[config.mk]
export PLATFORM = sky130hd
export DESIGN_NAME = range_burst_tx_flat
export DESIGN_NICKNAME = d
export VERILOG_FILES = /design/src/rtl/range_burst_tx_if.sv /design/src/rtl/range_burst_tx.sv /design/src/flat_wrapper.sv
export SDC_FILE = /design/constraint.sdc
export NUM_CORES = 1
export LEC_CHECK = 0
export BUFFER_PORTS_ARGS = -buffer_cell sky130_fd_sc_hd__buf_2
export CAP_MARGIN = 10
export CORE_MARGIN = 2
export CORE_UTILIZATION = 66
export CTS_BUF_LIST = sky130_fd_sc_hd__clkbuf_8 sky130_fd_sc_hd__clkbuf_16
export DETAILED_ROUTE_END_ITERATION = 10
export PLACE_DENSITY = 0.84
export SYNTH_ARGS = -nofsm -noshare
export SYNTH_HDL_FRONTEND = slang
export SYNTH_SLANG_ARGS = --single-unit
[constraint.sdc]
create_clock -name clock -period 5.6 [get_ports clock]
set_clock_uncertainty 0.1 [all_clocks]
set_input_delay 0.28 -clock clock [delete_from_list [all_inputs] [get_ports clock]]
set_output_delay 0.28 -clock clock [all_outputs]
set_load 0.005 [all_outputs]
[src/rtl/range_burst_tx_if.sv]
// range_burst_tx_if: writer ready/valid port plus go/finish/data_out sample stream
interface range_burst_tx_if #(parameter int WIDTH = 8);
  logic [WIDTH-1:0] wr_data, data_out;
  logic wr_valid, wr_last, wr_ready, go, finish, busy, drop_err;
  modport master(output wr_data, wr_valid, wr_last, input wr_ready, data_out, go, finish, busy, drop_err);
  modport slave(input wr_data, wr_valid, wr_last, output wr_ready, data_out, go, finish, busy, drop_err);
endinterface

[src/rtl/range_burst_tx.sv]
// range_burst_tx: store-and-forward burst FIFO replayed as gap-free go/finish bursts; RANGE_BURST_TX_SINGLE_EN allows one-word bursts
module range_burst_tx #(
  parameter int WIDTH = 8,
  parameter int DEPTH = 16
) (
  input logic clock,
  input logic reset,
  range_burst_tx_if.slave bus
);
  localparam int AW = $clog2(DEPTH);
  localparam int CW = $clog2(DEPTH + 1);
  typedef enum logic [1:0] {IDLE, MID, GAP} state_t;
  state_t st;
  logic [WIDTH:0] mem [DEPTH];
  logic [AW-1:0] wp, rp, open_start, open_len;
  logic [CW-1:0] count, count_n, complete;
  logic rep, acc, drop, wen, pop, start;
  logic [WIDTH:0] head;
  always_comb begin
    acc = bus.wr_valid & bus.wr_ready;
`ifdef RANGE_BURST_TX_SINGLE_EN
    drop = acc & !bus.wr_last & (open_len == AW'(DEPTH - 1));
`else
    drop = acc & (bus.wr_last ? open_len == '0 : open_len == AW'(DEPTH - 1));
`endif
    wen = acc & !drop;
    head = mem[rp];
    start = st == IDLE && complete != '0;
    pop = start | (st == MID & !rep);
    count_n = count + CW'(wen) - CW'(pop) - (drop ? CW'(open_len) : '0);
  end
  always_ff @(posedge clock)
    if (wen) mem[wp] <= {bus.wr_last, bus.wr_data};
  always_ff @(posedge clock or posedge reset)
    if (reset) begin
      wp <= '0;
      rp <= '0;
      open_start <= '0;
      open_len <= '0;
      count <= '0;
      complete <= '0;
      rep <= 1'b0;
      st <= IDLE;
      bus.wr_ready <= 1'b1;
      bus.data_out <= '0;
      bus.go <= 1'b0;
      bus.finish <= 1'b0;
      bus.busy <= 1'b0;
      bus.drop_err <= 1'b0;
    end else begin
      count <= count_n;
      bus.wr_ready <= count_n != CW'(DEPTH);
      bus.drop_err <= drop;
      wp <= drop ? open_start : wp + AW'(wen);
      open_len <= drop ? '0 : wen ? (bus.wr_last ? '0 : open_len + AW'(1)) : open_len;
      if (wen & bus.wr_last) open_start <= wp + AW'(1);
      complete <= complete + CW'(wen & bus.wr_last) - CW'(start);
      rp <= rp + AW'(pop);
      case (st)
        IDLE: begin
          bus.go <= start;
          bus.finish <= 1'b0;
          bus.data_out <= start ? head[WIDTH-1:0] : '0;
          bus.busy <= start;
          rep <= start & head[WIDTH];
          if (start) st <= MID;
        end
        MID: begin
          // a replayed single word repeats its sample with finish instead of popping again
          bus.go <= 1'b0;
          bus.finish <= rep | head[WIDTH];
          bus.data_out <= rep ? bus.data_out : head[WIDTH-1:0];
          rep <= 1'b0;
          if (rep | head[WIDTH]) st <= GAP;
        end
        GAP: begin
          bus.go <= 1'b0;
          bus.finish <= 1'b0;
          bus.data_out <= '0;
          st <= IDLE;
        end
        default: st <= IDLE;
      endcase
    end
endmodule
[src/flat_wrapper.sv]
// flat-port wrapper written by rule: the top's interface ports become plain ports
module range_burst_tx_flat 
#(
  parameter int WIDTH = 8,
  parameter int DEPTH = 16
)
  (clock, reset, bus_wr_data, bus_wr_valid, bus_wr_last, bus_wr_ready, bus_data_out, bus_go, bus_finish, bus_busy, bus_drop_err);
  range_burst_tx_if #(.WIDTH(WIDTH)) bus_i ();
  input logic clock;
  input logic reset;
  input wire logic [$bits(bus_i.wr_data)-1:0] bus_wr_data;
  input wire logic [$bits(bus_i.wr_valid)-1:0] bus_wr_valid;
  input wire logic [$bits(bus_i.wr_last)-1:0] bus_wr_last;
  output wire logic [$bits(bus_i.wr_ready)-1:0] bus_wr_ready;
  output wire logic [$bits(bus_i.data_out)-1:0] bus_data_out;
  output wire logic [$bits(bus_i.go)-1:0] bus_go;
  output wire logic [$bits(bus_i.finish)-1:0] bus_finish;
  output wire logic [$bits(bus_i.busy)-1:0] bus_busy;
  output wire logic [$bits(bus_i.drop_err)-1:0] bus_drop_err;
  assign bus_i.wr_data = bus_wr_data;
  assign bus_i.wr_valid = bus_wr_valid;
  assign bus_i.wr_last = bus_wr_last;
  assign bus_wr_ready = bus_i.wr_ready;
  assign bus_data_out = bus_i.data_out;
  assign bus_go = bus_i.go;
  assign bus_finish = bus_i.finish;
  assign bus_busy = bus_i.busy;
  assign bus_drop_err = bus_i.drop_err;
  range_burst_tx #(.WIDTH(WIDTH), .DEPTH(DEPTH)) u_core (.clock(clock), .reset(reset), .bus(bus_i));
endmodule
==> impl_metrics.yaml, run 1 <==
logic_synthesis:
  synth_top_family_by_area: "multiplexers"
  muxShareOfSynthArea: 0.144
  yosysTopAreaCellShare: 0.548
  ys_types: 40
  syn_area_per_cell_sq_um: 17.8
  synth_area_leaders: "edfxtp_1 (55%), dfrtp_1 (13%), mux4_1 (7.7%)"
  synth_simple_gate_area_frac: 0.0444
  syn-cell-area_sq_mm: 0.00789
  yosysTopAreaCell: "edfxtp_1"
  synth_adder_area_share: 0.0561
  ys.flop_type: "edfxtp_1"
  ys_ff_latch: 186
  seq_area_frac_synth: 0.682
  synth_edf_count: 144
  synthCells: 444
  ys_async_sr_fraction: 0.226
  synth_xor_area_frac: 0.0155
  synth_nets: 489
  yosys_warnings: 0
  synth_compound_area_frac: 0.0268
finish:
  antenna-diode-count: 0
  final_cell_mix: "edfxtp_1 (144), dfrtp_1 (40), inv_1 (36)"
  layout-drive-gt1-share: 0.197
  fin_area_sq_mm: 0.00877
  mostFrequentLayoutCell: "edfxtp_1"
  syn2layout_area_growth_pct: 11.1
  nNetsFinal: 524
  finalCoreUtilization: 0.758
  fillerInstances: 621
floorplanning:
  dieArea_sq_mm: 0.0128
  io_pins: 25
  die_w_microns: 113
  die_h_microns: 113
  initial_utilization: 0.682
  row_count: 39
  coreArea_sq_mm: 0.0116
clock_tree:
  clock_path_buffers: 2
  htree_levels: 4
  cts.clk_slew.worst_paths_ns: 0.07
  cts.sink_count: 186
  clk_latency_ns: 0.43
  cts_tree: "built"
  numCtsBuffers: 17
  ctsRootBufferMaster: "clkbuf_16"
  cts_resized: 0
global_routing:
  grt-ovfl-total: 0
  use_met3: 0.0680
  grt_pass1_vias: 4253
  grtUsageMet2: 0.476
  antenna_found_initial: 0
  gr-usage-all-layers: 0.277
  grt_pass1_wl_mm: 24.9
  grt_max_degree: 43
  use_met1: 0.340
  gr-max-usage-layer: "met2"
power_and_ir_drop:
  power_w: 0.00448
  internal_power_w: 0.00302
  p_comb_frac: 0.303
  powerDensity_mw_per_mm2: 511
  max-vdd-ir-drop_mv: 0.212
  p_sw_frac: 0.325
  clockPowerShare: 0.264
  power_leakage_nw: 3.29
  pwr-share-seq: 0.433
  p_sw_w: 0.00146
detailed_routing:
  wl_per_cell_microns: 25.9
  drc: 0
  viasPerCell: 6.51
  firstDrtPassIters: 5
  drt-initial-drc-count: 432
  vias: 4136
  drt.antenna.violating_nets: 0
  wl_mm: 16.5
critical_path:
  critPathRequiredTime_ns: 5.86
  cp_max_fo: 6
  start_kind: "flip-flop"
  crit_type: "reg2reg"
  critPathArrivalTime_ns: 4.18
  cp-end-kind: "flip-flop"
placement:
  dp_hpwl_mm: 9.28
  gp_congestion: 0.781
  placed_area_sq_mm: 0.00817
  port_buffers: 24
timing:
  tightest_slew_ns: 1.28
  fmax_mhz: 255
  fin_crit_sh: 0.701
  setup_viol: 0
  rsz0062_at_grt: "false"
  slew_viol_final: 0
  slew_headroom: 0.143
  hold_viol: 0
  min_period_ns: 3.93
  hold_ws_ns: 0.0863
  finalSetupTns_ns: 0
status:
  run_status: "finished, final reports clean"
job:
  maxCapViolCount: 0
worst_hold_path:
  hold_class: "in2reg"
[synth_stat cells (all sizes together) (4+ instances only)]
| cell type | count |
|---|---|
| a21oi | 5 |
| fa | 4 |
| mux2 | 9 |
| buf | 11 |
| mux4 | 42 |
| nand2 | 26 |
| nor3 | 7 |
| dfrtp | 41 |
| a21o | 4 |
| nor2 | 10 |
| nand2b | 5 |
| inv | 38 |
| and2 | 6 |
| o21ai | 20 |
| nand3 | 7 |
| xnor2 | 8 |
| xor2 | 6 |
| ha | 29 |
| nor4 | 5 |
| edfxtp | 144 |
[per-stage QoR]
stage	std cells	setup slack [ns]
floorplan	444	2.27
finish	635	1.67
CTS	635	1.69
global route	635	1.48
detailed placement	602	1.75
global placement	602	1.96
[critical path, stage by stage, from the launching register on]
cell	delay, ns
dfrtp_1	0.42
inv_1	0.10
ha_1	0.19
nor4bb_1	0.15
a31oi_1	0.30
nand3_1	0.41
fa_1	0.53
inv_1	0.08
fa_1	0.43
ha_1	0.24
fa_1	0.38
xor2_1	0.20
nor4_1	0.22
nand2_1	0.09
[cell families after synthesis]
group                    count (synthesis)
flip-flops                             186
AND/OR/NAND/NOR                         72
buffers and inverters                   51
multiplexers                            51
AO/OA/AOI/OAI                           37
adder cells (fa/ha/maj)                 33
XOR/XNOR                                14
[flip-flops by register name, indices dropped and copies added, names as in the netlist, 2 cells and up]
signal / flops
u_core.mem: 144
u_core.bus.data_out: 8
u_core.complete: 5
u_core.count: 5
u_core.open_len: 4
u_core.open_start: 4
u_core.rp: 4
u_core.wp: 4
u_core.st: 2
[layer usage]
| layer | wire length (microns) | vias to the layer above |
|---|---|---|
| met1 | 6200 | 2121 |
| met4 | 466 | 0 |
| met5 | 0 | - |
| met3 | 1090 | 33 |
| met2 | 8700 | 203 |
| li1 | - | 1779 |
[what timing repair did]
action / CTS / global route
endpoints found under the hold margin: 41 / 0
setup buffers: 0 / 0
hold buffers: 1 / 0
[layout make-up]
class	count	area (sq um)	area share
timing repair buffer	29	160	0.0183
multi-input combinational	207	2320	0.265
tap	143	179	0.0204
inverter	38	143	0.0163
sequential	186	5380	0.613
clock inverter	15	159	0.0181
clock buffer	17	425	0.0485
[power by group through the flow]
stage / Combinational, W / Sequential, W / Clock [W]
final: 0.00136 / 0.00194 / 0.00118
after global routing: 0.00149 / 0.00197 / 0.00124
after CTS: 0.00136 / 0.00194 / 0.00120
after detailed placement: 0.00132 / 0.00196 / 0
after global placement: 0.00123 / 0.00194 / 0
after floorplan: 0.00112 / 0.00180 / 0
[worst paths after layout]
path,endpoint,from,slack (ns),depth (start not counted)
worst max-delay path,u_core.bus.wr_ready$_DFF_PP1_,u_core.open_len[0]$_DFFE_PP0P_,1.67,13
worst min-delay path,u_core.open_len[1]$_DFFE_PP0P_,bus_wr_valid,0.09,3
worst max register to register,u_core.bus.wr_ready$_DFF_PP1_,u_core.open_len[0]$_DFFE_PP0P_,1.67,13
worst min register to register,u_core.bus.busy$_DFFE_PP0N_,u_core.bus.busy$_DFFE_PP0N_,0.37,1
max in group asynchronous,u_core.rp[0]$_DFF_PP0_,reset,4.56,4
min in group asynchronous,u_core.count[1]$_DFF_PP0_,reset,0.45,4
Note: power is estimated with default switching activity, not from simulation.
==> run 2: changes to the inputs <==
--- a/config.mk
+++ b/config.mk
@@ -8,10 +8,10 @@
 export BUFFER_PORTS_ARGS = -buffer_cell sky130_fd_sc_hd__buf_2
 export CAP_MARGIN = 10
 export CORE_MARGIN = 2
-export CORE_UTILIZATION = 66
+export CORE_UTILIZATION = 62
 export CTS_BUF_LIST = sky130_fd_sc_hd__clkbuf_8 sky130_fd_sc_hd__clkbuf_16
 export DETAILED_ROUTE_END_ITERATION = 10
-export PLACE_DENSITY = 0.84
+export PLACE_DENSITY = 0.8
 export SYNTH_ARGS = -nofsm -noshare
 export SYNTH_HDL_FRONTEND = slang
 export SYNTH_SLANG_ARGS = --single-unit
==> constraint.sdc (replaced) <==
create_clock -name clock -period 3.95 [get_ports clock]
set_clock_uncertainty 0.1 [all_clocks]
set_input_delay 0.1975 -clock clock [delete_from_list [all_inputs] [get_ports clock]]
set_output_delay 0.1975 -clock clock [all_outputs]
set_load 0.005 [all_outputs]
==> run 2 against run 1 <==
Core utilization shrank 5.0 points. Final area is 1.1% higher. Flip-flop and latch count unchanged. Total power increased by 40%. Global-route usage fell by 2.5 points. Fmax is 7.6% higher. Critical path depth stayed put. Register-to-register slack worse by 1.4 ns. Clock power rose by 40%. Critical endpoint unchanged. Largest power group unchanged. First-iteration DRC count down 23%.
==> impl_metrics.yaml, run 2 (synthesized netlist as in run 1, its figures left out) <==
clock_tree:
  ctsRootBufferMaster: "clkbuf_16"
  cts.clk_slew.worst_paths_ns: 0.07
  clk_latency_ns: 0.43
  cts_resized: 0
  clock_path_buffers: 2
  cts_tree: "built"
  htree_levels: 4
  numCtsBuffers: 17
  post_cts_buffers: 0
  hold_buffers: 2
  cts.sink_count: 186
power_and_ir_drop:
  p_comb_frac: 0.306
  internal_power_w: 0.00424
  clockPowerShare: 0.262
  powerDensity_mw_per_mm2: 707
  power_leakage_nw: 3.36
  p_sw_frac: 0.323
  p_sw_w: 0.00202
  pwr-share-seq: 0.431
  power_w: 0.00627
  max-vdd-ir-drop_mv: 0.328
detailed_routing:
  viasPerCell: 6.06
  wl_mm: 15.5
  vias: 4109
  drc: 0
  drt-initial-drc-count: 334
  wl_per_cell_microns: 22.9
  firstDrtPassIters: 7
  drt.antenna.violating_nets: 0
placement:
  port_buffers: 24
  dp_hpwl_mm: 9.13
  gp_congestion: 0.831
  pre_cts_ws_ns: 0.458
timing:
  fmax_mhz: 274
  slew_headroom: 0.452
  finalSetupTns_ns: 0
  hold_viol: 0
  tightest_slew_ns: 0.822
  finalWorstSetupSlack_ns: 0.302
  slew_viol_final: 0
  rsz0062_at_grt: "false"
  setup_viol: 0
  min_period_ns: 3.65
  hold_ws_ns: 0.0332
  fin_crit_sh: 0.923
finish:
  antenna-diode-count: 0
  nNetsFinal: 538
  largest_register_ffs: 144
  layout-drive-gt1-share: 0.211
  mostFrequentLayoutCell: "edfxtp_1"
  syn2layout_area_growth_pct: 12.4
  final_cell_mix: "edfxtp_1 (144), dfrtp_1 (40), inv_1 (36)"
  top_register: "u_core.mem"
  top_regs: "u_core.mem (144), u_core.bus.data_out (8)"
critical_path:
  r2r-start: "u_core.open_len[0]$_DFFE_PP0P_"
  critPathArrivalTime_ns: 3.90
  start_kind: "flip-flop"
  crit_type: "reg2reg"
  timing.rr.end: "u_core.bus.wr_ready$_DFF_PP1_"
  path_cells: "inv_1 > ha_1 > nor4bb_1 > a31oi_1 > nand3_1 > fa_1 > inv_1 > fa_1 > ha_1 > fa_1 > xor2_1 > nor4_1 > nand2_1"
  slowest_stage: "fa_1"
  reg2reg_depth: 13
  cp_common_cell: "fa_1"
  critPathRequiredTime_ns: 4.20
  crit_buf_inv: 2
  cp-end-kind: "flip-flop"
  cp_slowest_stage_delay_ns: 0.44
  cpLargestDelayFamily: "adder cells"
  cp_max_fo: 5
  rrSetupSlack_ns: 0.30
global_routing:
  grt_pass1_vias: 4171
  antenna_found_initial: 0
  grt-ovfl-total: 0
  gr-usage-all-layers: 0.252
  grt_pass1_wl_mm: 23.9
  grt_max_degree: 43
floorplanning:
  initial_utilization: 0.630
  io_pins: 25
  dieArea_sq_mm: 0.0136
  coreArea_sq_mm: 0.0125
  die_h_microns: 117
  row_count: 41
  die_w_microns: 117
worst_hold_path:
  hold_start: "bus_wr_data[4]"
  whs_path_depth: 1
  hold_class: "in2reg"
  holdPathEnd: "u_core.mem[0][4]$_DFFE_PP_"
job:
  maxCapViolCount: 0
status:
  run_status: "finished, final reports clean"
## run 2: changes by cell type in the layout (fill, tap and decap cells not counted)
cell           previous run  this run
buf_4                     4        17
bufinv_16                 2         1
clkinv_1                  3         2
clkinv_4                  0         1
clkinvlp_4                3         1
dlygate4sd3_1             1         2
inv_6                     6         7
inv_8                     1         3
nor3_1                    3         7
nor3_2                    4         0
nor4_2                    2         4
nor4_4                    2         0
## run 2: final cells by class
class / count / area, sq um
Timing Repair Buffer: 43 / 268
Clock buffer: 17 / 425
Fill cell: 798 / 3650
Multi-Input combinational cell: 207 / 2290
Clock inverter: 15 / 150
Inverter: 38 / 143
Tap cell: 172 / 215
Sequential cell: 186 / 5380
## run 2: routing by layer
metal  global-route usage  wire length (microns)  part of all wire
met1                0.311                   5900              0.38
met2                0.438                   8300              0.54
met3               0.0597                    956             0.062
met4               0.0957                    344             0.022
met5                    0                      0                 0
## run 2: worst reg2reg max path: stages (launching register included)
cell	delay, ns
dfrtp_1	0.43
inv_1	0.10
ha_1	0.20
nor4bb_1	0.14
a31oi_1	0.33
nand3_1	0.20
fa_1	0.44
inv_1	0.07
fa_1	0.41
ha_1	0.24
fa_1	0.38
xor2_1	0.18
nor4_1	0.23
nand2_1	0.11
## run 2: per-stage QoR
step                      instance area [sq um]  std cells   util
after floorplan                            7890        444      -
after global placement                     8270        644  0.661
after detailed placement                   8270        644  0.661
after CTS                                  8860        678  0.708
after global routing                       8860        678  0.708
final                                      8860        678  0.708
## run 2: how the worst max path moves through the flow
stage                                        start                            end  slack, ns  cells after the start
global route        u_core.open_len[0]$_DFFE_PP0P_  u_core.bus.wr_ready$_DFF_PP1_       0.12                     13
detailed placement  u_core.open_len[0]$_DFFE_PP0P_  u_core.bus.wr_ready$_DFF_PP1_       0.46                     13
floorplan           u_core.open_len[0]$_DFFE_PP0P_  u_core.bus.wr_ready$_DFF_PP1_       0.62                     12
CTS                 u_core.open_len[0]$_DFFE_PP0P_  u_core.bus.wr_ready$_DFF_PP1_       0.33                     13
global placement    u_core.open_len[0]$_DFFE_PP0P_  u_core.bus.wr_ready$_DFF_PP1_       0.63                     12
finish              u_core.open_len[0]$_DFFE_PP0P_  u_core.bus.wr_ready$_DFF_PP1_       0.30                     13
## run 2: power groups by stage
| stage | clock, W | sequential (W) | combinational, W |
|---|---|---|---|
| CTS | 0.00167 | 0.00271 | 0.00194 |
| global route | 0.00175 | 0.00274 | 0.00212 |
| floorplan | 0 | 0.00255 | 0.00159 |
| global placement | 0 | 0.00271 | 0.00180 |
| finish | 0.00165 | 0.00270 | 0.00192 |
| detailed placement | 0 | 0.00273 | 0.00187 |
==> run 3: changes to the inputs <==
--- a/config.mk
+++ b/config.mk
@@ -8,10 +8,11 @@
 export BUFFER_PORTS_ARGS = -buffer_cell sky130_fd_sc_hd__buf_2
 export CAP_MARGIN = 10
 export CORE_MARGIN = 2
-export CORE_UTILIZATION = 62
+export CORE_UTILIZATION = 66
 export CTS_BUF_LIST = sky130_fd_sc_hd__clkbuf_8 sky130_fd_sc_hd__clkbuf_16
 export DETAILED_ROUTE_END_ITERATION = 10
-export PLACE_DENSITY = 0.8
+export PLACE_DENSITY = 0.84
+export SKIP_CTS_REPAIR_TIMING = 1
 export SYNTH_ARGS = -nofsm -noshare
 export SYNTH_HDL_FRONTEND = slang
 export SYNTH_SLANG_ARGS = --single-unit
==> constraint.sdc (replaced) <==
create_clock -name clock -period 4.3 [get_ports clock]
set_clock_uncertainty 0.1 [all_clocks]
set_input_delay 0.215 -clock clock [delete_from_list [all_inputs] [get_ports clock]]
set_output_delay 0.215 -clock clock [all_outputs]
set_load 0.005 [all_outputs]
==> run 3 against run 2 <==
Highest routed layer unchanged. Clock-buffer cell count stayed put. Total power decreased by 7.0%. The flow now finishes with violations (negative hold slack). Flip-flop and latch count unchanged.
==> impl_metrics.yaml, run 3 (synthesized netlist as in run 1, its figures left out) <==
timing:
  slew_headroom: 0.285
  finalSetupTns_ns: 0
  min_period_ns: 3.76
  fin_crit_sh: 0.874
  finalWorstSetupSlack_ns: 0.542
  hold_viol: 1
  hold_ws_ns: -0.0111
  setup_viol: 0
  slew_viol_final: 0
  rsz0062_at_grt: "false"
  fmax_mhz: 266
  tightest_slew_ns: 1.06
finish:
  nNetsFinal: 534
  layout-drive-gt1-share: 0.207
  mostFrequentLayoutCell: "edfxtp_1"
  layoutNonFillerInstCount: 645
  top_register: "u_core.mem"
  antenna-diode-count: 0
  final_cell_mix: "edfxtp_1 (144), dfrtp_1 (40), inv_1 (37)"
  fin_area_sq_mm: 0.00882
  largest_register_ffs: 144
  top_regs: "u_core.mem (144), u_core.bus.data_out (8)"
  syn2layout_area_growth_pct: 11.8
placement:
  port_buffers: 24
  pre_cts_ws_ns: 0.687
  dp_hpwl_mm: 9.83
  placed_area_sq_mm: 0.00823
  placed_cells: 612
  gp_congestion: 0.807
status:
  run_status: "finished, violations left"
  violations: "negative hold slack"
detailed_routing:
  wl_met3_mm: 1.19
  viasPerCell: 6.52
  routed.top_layer: "met4"
  wl_met2_mm: 8.82
  vias: 4203
  wl_met1_mm: 5.83
  drc: 0
  wl_mm: 16.6
  drt-initial-drc-count: 412
  firstDrtPassIters: 5
  wl_per_cell_microns: 25.7
  drt.antenna.violating_nets: 0
job:
  maxCapViolCount: 0
power_and_ir_drop:
  internal_power_w: 0.00390
  power_leakage_nw: 3.35
  p_comb_frac: 0.308
  p_sw_w: 0.00192
  clockPowerShare: 0.262
  max-vdd-ir-drop_mv: 0.322
  p_sw_frac: 0.330
  powerDensity_mw_per_mm2: 661
  pwr-share-seq: 0.430
global_routing:
  antenna_found_initial: 0
  grt-ovfl-total: 0
  gr-usage-all-layers: 0.282
  grt_max_degree: 43
  grt_pass1_vias: 4385
  grt_pass1_wl_mm: 25.5
clock_tree:
  cts_tree: "built"
  cts.sink_count: 186
  ctsRootBufferMaster: "clkbuf_16"
  clock_path_buffers: 2
  htree_levels: 4
  cts.clk_slew.worst_paths_ns: 0.07
  numCtsBuffers: 17
  clk_latency_ns: 0.43
critical_path:
  r2r-start: "u_core.open_len[0]$_DFFE_PP0P_"
  cp-end-kind: "flip-flop"
  critPathArrivalTime_ns: 4.01
  critPathRequiredTime_ns: 4.56
  rrSetupSlack_ns: 0.54
  crit_type: "reg2reg"
  cp_max_fo: 6
  timing.rr.end: "u_core.bus.wr_ready$_DFF_PP1_"
  start_kind: "flip-flop"
  reg2reg_depth: 14
floorplanning:
  row_count: 39
  die_w_microns: 113
  initial_utilization: 0.682
  dieArea_sq_mm: 0.0128
  io_pins: 25
  coreArea_sq_mm: 0.0116
  die_h_microns: 113
worst_hold_path:
  hold_class: "in2reg"
  holdPathEnd: "u_core.open_len[2]$_DFFE_PP0P_"
  hold_start: "bus_wr_valid"
  whs_path_depth: 3
## run 3: changes by cell type in the layout (fill, tap and decap cells not counted)
cell and delta:
buf_4 -3, clkinv_1 -1, clkinv_4 +3, clkinv_8 +1, clkinvlp_4 -1, dlygate4sd3_1 -1
inv_1 +1, inv_6 -3, nor4_2 -2, nor4_4 +2
## run 3: power by group through the flow
stage,clock network [W],registers (W),logic [W]
floorplan,0,0.00234,0.00146
finish,0.00153,0.00250,0.00179
global route,0.00161,0.00253,0.00197
global placement,0,0.00251,0.00163
CTS,0.00154,0.00250,0.00181
detailed placement,0,0.00253,0.00176
## run 3: layer usage
layer / track usage / vias up
met5: 0 / -
met4: 0.145 / 0
met3: 0.0712 / 54
li1: - / 1803
met1: 0.332 / 2114
met2: 0.483 / 232
## run 3: layout make-up
type | instances | area, sq um
Clock inverter | 15 | 159
Sequential cell | 186 | 5380
Inverter | 38 | 143
Multi-Input combinational cell | 207 | 2300
Timing Repair Buffer | 39 | 235
Tap cell | 143 | 179
Clock buffer | 17 | 425
Fill cell | 616 | 2740
## run 3: worst max path at each step
stage / start / to / slack, ns / cells past startpoint
after floorplan: u_core.open_len[0]$_DFFE_PP0P_ / u_core.bus.wr_ready$_DFF_PP1_ / 0.97 / 12
after global placement: u_core.open_len[0]$_DFFE_PP0P_ / u_core.bus.wr_ready$_DFF_PP1_ / 0.86 / 13
after CTS: u_core.open_len[0]$_DFFE_PP0P_ / u_core.bus.wr_ready$_DFF_PP1_ / 0.63 / 14
final: u_core.open_len[0]$_DFFE_PP0P_ / u_core.bus.wr_ready$_DFF_PP1_ / 0.54 / 14
after detailed placement: u_core.open_len[0]$_DFFE_PP0P_ / u_core.bus.wr_ready$_DFF_PP1_ / 0.69 / 13
after global routing: u_core.open_len[0]$_DFFE_PP0P_ / u_core.bus.wr_ready$_DFF_PP1_ / 0.30 / 12
## run 3: through the flow
step,power [W],utilization,hold WS [ns]
after CTS,0.00585,0.762,-0.177
after detailed placement,0.00429,0.711,0.280
after floorplan,0.00381,-,0.214
after global routing,0.00611,0.763,0.00935
after global placement,0.00414,0.711,0.260
final,0.00583,0.763,-0.0111
## run 3: worst max-delay path, cell delays in order, from the launching register on
cell	delay (ns)
dfrtp_1	0.42
inv_1	0.10
ha_1	0.21
nor4bb_1	0.15
a31oi_1	0.30
nand3_1	0.16
buf_4	0.21
fa_1	0.41
inv_1	0.08
fa_1	0.42
ha_1	0.24
fa_1	0.39
xor2_1	0.19
nor4_1	0.21
nand2_1	0.09
